### config.mk
export PLATFORM = sky130hd
export DESIGN_NAME = ram_dump_unit
export DESIGN_NICKNAME = d
export VERILOG_FILES = /design/src/rtl/ram_dump_unit_pkg.sv /design/src/rtl/ram_dump_unit_fifo.sv /design/src/rtl/ram_dump_unit.sv
export SDC_FILE = /design/constraint.sdc
export NUM_CORES = 1
export LEC_CHECK = 0
export ABC_CLOCK_PERIOD_IN_PS = 8100
export BUFFER_PORTS_ARGS = -buffer_cell sky130_fd_sc_hd__buf_2
export CORE_UTILIZATION = 45
export DETAILED_ROUTE_END_ITERATION = 7
export MAX_ROUTING_LAYER = met4
export PLACE_DENSITY = 0.66
export RECOVER_POWER = 50
export SLEW_MARGIN = 10
export SYNTH_ARGS = -nofsm -noshare
export SYNTH_HDL_FRONTEND = slang
export SYNTH_SLANG_ARGS = --single-unit
### constraint.sdc
create_clock -name i_clk -period 8.1 [get_ports i_clk]
set_input_delay 1.62 -clock i_clk [delete_from_list [all_inputs] [get_ports i_clk]]
set_output_delay 1.62 -clock i_clk [all_outputs]
set_load 0.01 [all_outputs]
### src/rtl/ram_dump_unit_pkg.sv
// Shared definitions for the RAM dump engine: FSM state encoding and default widths.
package ram_dump_unit_pkg;
    localparam int ADDR_W_DEF = 8;
    localparam int DATA_W_DEF = 8;

    typedef enum logic [1:0] {
        S_IDLE  = 2'd0,
        S_RUN   = 2'd1,
        S_DRAIN = 2'd2,
        S_DONE  = 2'd3
    } state_t;
endpackage

### src/rtl/ram_dump_unit_fifo.sv
// Small synchronous FIFO holding {address, data} beats between the RAM read port and the stream port.
module ram_dump_unit_fifo #(
    parameter int WIDTH = 16,
    parameter int DEPTH = 2
) (
    input  logic                     i_clk,
    input  logic                     i_clear,
    input  logic                     i_push,
    input  logic [WIDTH-1:0]         i_data,
    input  logic                     i_pop,
    output logic [WIDTH-1:0]         o_data,
    output logic                     o_empty,
    output logic [$clog2(DEPTH):0]   o_count
);
    localparam int PTR_W = $clog2(DEPTH);

    logic [WIDTH-1:0] r_mem [DEPTH];
    logic [PTR_W-1:0] r_wr;
    logic [PTR_W-1:0] r_rd;
    logic [PTR_W:0]   r_count;
    logic             w_full;
    logic             w_push;
    logic             w_pop;

    assign w_full  = (r_count == (PTR_W+1)'(DEPTH));
    assign o_empty = (r_count == '0);
    assign w_push  = i_push && !w_full;
    assign w_pop   = i_pop && !o_empty;
    assign o_data  = r_mem[r_rd];
    assign o_count = r_count;

    always_ff @(posedge i_clk) begin
        if (i_clear) begin
            r_wr    <= '0;
            r_rd    <= '0;
            r_count <= '0;
        end else begin
            if (w_push) r_wr <= r_wr + PTR_W'(1);
            if (w_pop)  r_rd <= r_rd + PTR_W'(1);
            case ({w_push, w_pop})
                2'b10:   r_count <= r_count + (PTR_W+1)'(1);
                2'b01:   r_count <= r_count - (PTR_W+1)'(1);
                default: r_count <= r_count;
            endcase
        end
    end

    // Storage is data only; a clear just resets the pointers.
    always_ff @(posedge i_clk) begin
        if (w_push && !i_clear) r_mem[r_wr] <= i_data;
    end
endmodule

### src/rtl/ram_dump_unit.sv
// Debug read-back engine: reads RAM[start..end] (wrapping) through the RAM read port and
// streams each byte with its address over a valid/ready port.
module ram_dump_unit
    import ram_dump_unit_pkg::*;
#(
    parameter int ADDR_W     = ADDR_W_DEF,
    parameter int DATA_W     = DATA_W_DEF,
    parameter int FIFO_DEPTH = 2
) (
    input  logic              i_clk,
    input  logic              i_rst,
    input  logic              i_start,
    input  logic              i_abort,
    input  logic [ADDR_W-1:0] i_start_addr,
    input  logic [ADDR_W-1:0] i_end_addr,
    output logic              o_mem_rd,
    output logic [ADDR_W-1:0] o_mem_addr,
    input  logic [DATA_W-1:0] i_mem_data,
    output logic [DATA_W-1:0] o_dout,
    output logic [ADDR_W-1:0] o_dout_addr,
    output logic              o_dout_valid,
    input  logic              i_dout_ready,
    output logic              o_busy,
    output logic              o_done
);
    localparam int CNT_W = $clog2(FIFO_DEPTH) + 1;

    state_t                    r_state;
    state_t                    w_state_nxt;
    logic [ADDR_W-1:0]         r_addr;
    logic [ADDR_W-1:0]         r_rd_addr;
    logic [ADDR_W:0]           r_remain;
    logic                      r_inflight;
    logic                      w_issue;
    logic                      w_pop;
    logic                      w_empty;
    logic                      w_clear;
    logic                      w_abort_take;
    logic                      w_start_take;
    logic [CNT_W-1:0]          w_count;
    logic [CNT_W:0]            w_occ;
    logic [ADDR_W+DATA_W-1:0]  w_head;

    assign w_start_take = (r_state == S_IDLE) && i_start;
    assign w_abort_take = i_abort && ((r_state == S_RUN) || (r_state == S_DRAIN));
    assign w_pop        = !w_empty && i_dout_ready;
    assign w_clear      = i_rst || w_abort_take;

    // Entries committed to the FIFO after this cycle; a same-cycle pop frees a slot.
    assign w_occ = {1'b0, w_count} + (CNT_W+1)'(r_inflight) - (CNT_W+1)'(w_pop);

    always_comb begin
        w_state_nxt = r_state;
        w_issue     = 1'b0;
        case (r_state)
            S_IDLE: begin
                if (i_start) w_state_nxt = S_RUN;
            end
            S_RUN: begin
                if (i_abort) begin
                    w_state_nxt = S_IDLE;
                end else begin
                    w_issue = (w_occ < (CNT_W+1)'(FIFO_DEPTH));
                    if (w_issue && (r_remain == (ADDR_W+1)'(1))) w_state_nxt = S_DRAIN;
                end
            end
            S_DRAIN: begin
                if (i_abort) begin
                    w_state_nxt = S_IDLE;
                end else if (w_empty && !r_inflight) begin
                    w_state_nxt = S_DONE;
                end
            end
            S_DONE: begin
                w_state_nxt = S_IDLE;
            end
            default: begin
                w_state_nxt = S_IDLE;
            end
        endcase
    end

    always_ff @(posedge i_clk) begin
        if (i_rst) begin
            r_state    <= S_IDLE;
            r_inflight <= 1'b0;
            r_addr     <= '0;
            r_remain   <= '0;
        end else begin
            r_state    <= w_state_nxt;
            r_inflight <= w_issue;
            if (w_start_take) begin
                r_addr   <= i_start_addr;
                r_remain <= {1'b0, i_end_addr - i_start_addr} + (ADDR_W+1)'(1);
            end else if (w_issue) begin
                r_addr   <= r_addr + ADDR_W'(1);
                r_remain <= r_remain - (ADDR_W+1)'(1);
            end
        end
    end

    // Address tag travels with the read so the returning byte is pushed already labelled.
    always_ff @(posedge i_clk) begin
        if (w_issue) r_rd_addr <= r_addr;
    end

    ram_dump_unit_fifo #(
        .WIDTH (ADDR_W + DATA_W),
        .DEPTH (FIFO_DEPTH)
    ) u_fifo (
        .i_clk   (i_clk),
        .i_clear (w_clear),
        .i_push  (r_inflight),
        .i_data  ({r_rd_addr, i_mem_data}),
        .i_pop   (w_pop),
        .o_data  (w_head),
        .o_empty (w_empty),
        .o_count (w_count)
    );

    assign o_mem_rd     = w_issue;
    assign o_mem_addr   = (r_state == S_RUN) ? r_addr : '0;
    assign o_dout_valid = !w_empty;
    assign o_dout       = w_empty ? '0 : w_head[DATA_W-1:0];
    assign o_dout_addr  = w_empty ? '0 : w_head[ADDR_W+DATA_W-1:DATA_W];
    assign o_busy       = (r_state != S_IDLE);
    assign o_done       = (r_state == S_DONE);
endmodule

==> flow_metrics.env <==
export IMPL_cp_max_fo=24
export IMPL_criticalPathCategory="in -> out"
export IMPL_cts_setup_buffers=0
export IMPL_synth_xor_area_share_pct=7.103
export IMPL_worst_setup_path_end_kind="primary output"
export IMPL_synth_compound_area_share_pct=8.982
export IMPL_worst_pin_slew_ns=0.9888
export IMPL_cts_tree="built"
export IMPL_top_layer="met4"
export IMPL_grt_pass1_wl_um=10290
export IMPL_cts_sinks=65
export IMPL_clockRootBuffer="clkbuf_8"
export IMPL_yosysTopAreaCellShare_pct=36.08
export IMPL_arrival_ns=3.58
export IMPL_drc=0
export IMPL_start_util_pct=47.69
export IMPL_regArea_um2=1702
export IMPL_drv_cap=0
export IMPL_cpPeakStageDelay_ns=0.38
export IMPL_synth_seq_cells=65
export IMPL_combPwrFrac_pct=20.1
export IMPL_routed_via_density=5.036
export IMPL_ys_flop_type="edfxtp_1"
export IMPL_hp_start="r_rd_addr[3]$_DFFE_PP_"
export IMPL_synth_async_reset_ratio_pct=0
export IMPL_vias=2352
export IMPL_drtAntennaViolNets=0
export IMPL_final_common_cell="buf_2"
export IMPL_antenna_found_initial=0
export IMPL_pwr_share_seq_pct=47.2
export IMPL_cp_required_ns=6.48
export IMPL_die_w_um=88.02
export IMPL_final_min_clock_period_ns=5.202
export IMPL_p_switching_mw=0.2432
export IMPL_finalPower_mw=0.8393
export IMPL_post_dp_hpwl_um=4423
export IMPL_grt_ovfl_total=0
export IMPL_rows=30
export IMPL_finClkSkew_ns=0.009657
export IMPL_synthMuxAreaShare_pct=5.411
export IMPL_slew_headroom_pct=34.08
export IMPL_finalNetCount=415
export IMPL_gr_usage_all_layers_pct=18.05
export IMPL_grt_setup_unrepaired="no"
export IMPL_wl_per_cell_um=13.10
export IMPL_p_int_mw=0.5961
export IMPL_p_clk_share_pct=32.7
export IMPL_swShare_pct=28.98
export IMPL_cts_hold_buf=0
export IMPL_timing_final_crit_share_pct=64.23
export IMPL_portBuffers=56
export IMPL_synth_seq_area_share_pct=51.11
export IMPL_slew_violations=0
export IMPL_whs_path_depth=0
export IMPL_synth_cell_types=46
export IMPL_dieArea_um2=7747
export IMPL_worstSetupStartpointType="input port"
export IMPL_report_final_hold_viol_count=0
export IMPL_routed_wl_um=6119
export IMPL_synth_net_count=354
export IMPL_coreArea_um2=6982
export IMPL_worstSkewPairLatency_ns=0.34
export IMPL_final_fill_count=634
export IMPL_crit_slowest_cell="fa_1"
export IMPL_avgSynthCellArea_um2=10.92
export IMPL_drtPass1Iterations=4
export IMPL_power_density_nw_per_um2=214.7
export IMPL_hp_class="reg -> reg"
export IMPL_wl_met3_um=324
export IMPL_synthAdderAreaFrac_pct=7.967
export IMPL_clk_pin_slew_worst_paths_ns=0.08
export IMPL_synth_edf_count=40
export IMPL_netlist_top_cells_area="edfxtp_1 36%, dfxtp_1 15%, ha_1 6.8%"
export IMPL_synth_top_family_by_area="simple AND/OR/NAND/NOR gates"
export IMPL_outcome="complete, no violations"
export IMPL_worstPathCellList="buf_2, nor2b_1, ha_1, nand2b_1, fa_1, xnor2_1, and3_1, buf_4, buf_2"
export IMPL_drive_above_1_share_pct=20.22
export IMPL_p_leak_nw=1.532
export IMPL_cpMostUsedCell="buf_2"
export IMPL_rr_endpoint="r_addr[7]$_SDFFE_PP0P_"
export IMPL_cts_resized=0
export IMPL_regToRegSetupSlack_ns=4.79
export IMPL_wl_met2_um=2887
export IMPL_hold_path_end="u_fifo.r_mem[1][11]$_DFFE_PP_"
export IMPL_multiInputGateArea_um2=1514
export IMPL_syn_area_um2=3329
export IMPL_fmax_mhz=192.2
export IMPL_layout_common_cells="53 x buf_2, 41 x nor2_1, 40 x edfxtp_1"
export IMPL_irDropWorstVdd_uv=106.1
export IMPL_ys_warn_count=0
export IMPL_setup_tns_ns=0
export IMPL_cts_buffer_depth=2
export IMPL_synthSimpleGateAreaFrac_pct=15.86
export IMPL_setup_viol=0
export IMPL_syn_to_final_growth_pct=17.44
export IMPL_h_tree_depth=3
export IMPL_path_buf_inv=3
export IMPL_die_y_um=88.02
export IMPL_cts_buffers=9
export IMPL_synth_top_cell_by_area="edfxtp_1"
export IMPL_wl_met1_um=2845
export IMPL_gp_congestion=0.8516
export IMPL_drtIter0Drc=60
export IMPL_diodes=0
export IMPL_grt_max_degree=25
export IMPL_r2r_cells=13
export IMPL_cp_top_family="adder cells"
export IMPL_netlist_instances=305
export IMPL_grt_pass1_vias=2240
export IMPL_io_pins=57
export IMPL_rr_startpoint="u_fifo.o_count[1]$_SDFFE_PP0P_"
## flip-flops by register name (all words and copies together) (netlist names), named ones only
register,flops
u_fifo.r_mem,32
r_remain,9
r_addr,8
r_rd_addr,8
r_state,2
u_fifo.o_count,2
r_inflight,1
u_fifo.r_rd,1
u_fifo.r_wr,1
## worst register-to-register path: cells and delay by family, from the launching register on
family          cells  cell delay (ns)
xor+xnor            2             0.34
flops               1             0.46
simple gates        6             1.05
fa+ha+maj           2             0.66
buf+inv             2             0.48
compound gates      1             0.24
## cells in the mapped netlist, drive strengths merged (2+ instances only)
cell type  count
a211oi        15
a21oi          9
and2          12
and2b          2
and3           4
clkbuf         9
dfxtp         25
edfxtp        40
fa             2
ha            18
inv           19
mux2i         18
nand2          8
nand3          3
nand3b         2
nand4          6
nand4b         2
nor2          41
nor2b          4
nor3           8
o21a           3
o21ai          6
o21bai         2
or3            2
or4            2
xnor2         16
xor2          11
## metal layers
layer | vias up | track usage, %
li1 | 1209 | -
met1 | 1086 | 21.75
met2 | 52 | 29.32
met3 | 5 | 5.372
met4 | 0 | 5.279
met5 | - | -
## area by class of cell
| cell class | instances | area share (%) |
|---|---|---|
| clock buffers | 9 | 3.168 |
| clock inverters | 7 | 2.048 |
| inverters | 19 | 1.824 |
| multi-input cells | 211 | 38.72 |
| flip-flops and latches | 65 | 43.52 |
| well taps | 96 | 3.072 |
| repair buffers | 60 | 7.648 |
## power by group through the flow
| stage | clock [mW] | combinational [mW] | sequential, mW |
|---|---|---|---|
| 4_1_cts | 0.284 | 0.171 | 0.397 |
| 6_report | 0.274 | 0.169 | 0.397 |
| 3_3_place_gp | 0 | 0.167 | 0.403 |
| 5_1_grt | 0.299 | 0.192 | 0.400 |
| 2_1_floorplan | 0 | 0.127 | 0.396 |
| 3_5_place_dp | 0 | 0.169 | 0.404 |
## logic make-up after synthesis
logic type                 count (synthesis)
buffers and inverters                     29
xor gates and xnor gates                  27
AOI/OAI and AO/OA                         44
DFF                                       65
adders and majority gates                 20
and+or+nand+nor                          102
muxes                                     18
## through the flow
step | worst slack [ns] | hold WS (ns) | util, % | std cells | instance area (um^2)
floorplan | 2.764 | 0.4215 | - | 305 | 3329
global placement | 2.939 | 0.4240 | 53.32 | 451 | 3722
detailed placement | 2.894 | 0.4311 | 53.32 | 451 | 3722
CTS | 2.885 | 0.4433 | 56.24 | 467 | 3926
global route | 2.744 | 0.4429 | 56.00 | 467 | 3910
finish | 2.898 | 0.4464 | 56.00 | 467 | 3910
## how the worst max path moves through the flow
stage	end	slack (ns)	from	depth (start not counted)
6_report	o_mem_rd	2.90	i_dout_ready	9
5_1_grt	o_mem_rd	2.74	i_dout_ready	9
4_1_cts	o_mem_rd	2.89	i_dout_ready	9
3_5_place_dp	o_mem_rd	2.89	i_dout_ready	9
3_3_place_gp	o_mem_rd	2.94	i_dout_ready	9
2_1_floorplan	o_mem_rd	2.76	i_dout_ready	8
Power figures use the tool's default switching activity.
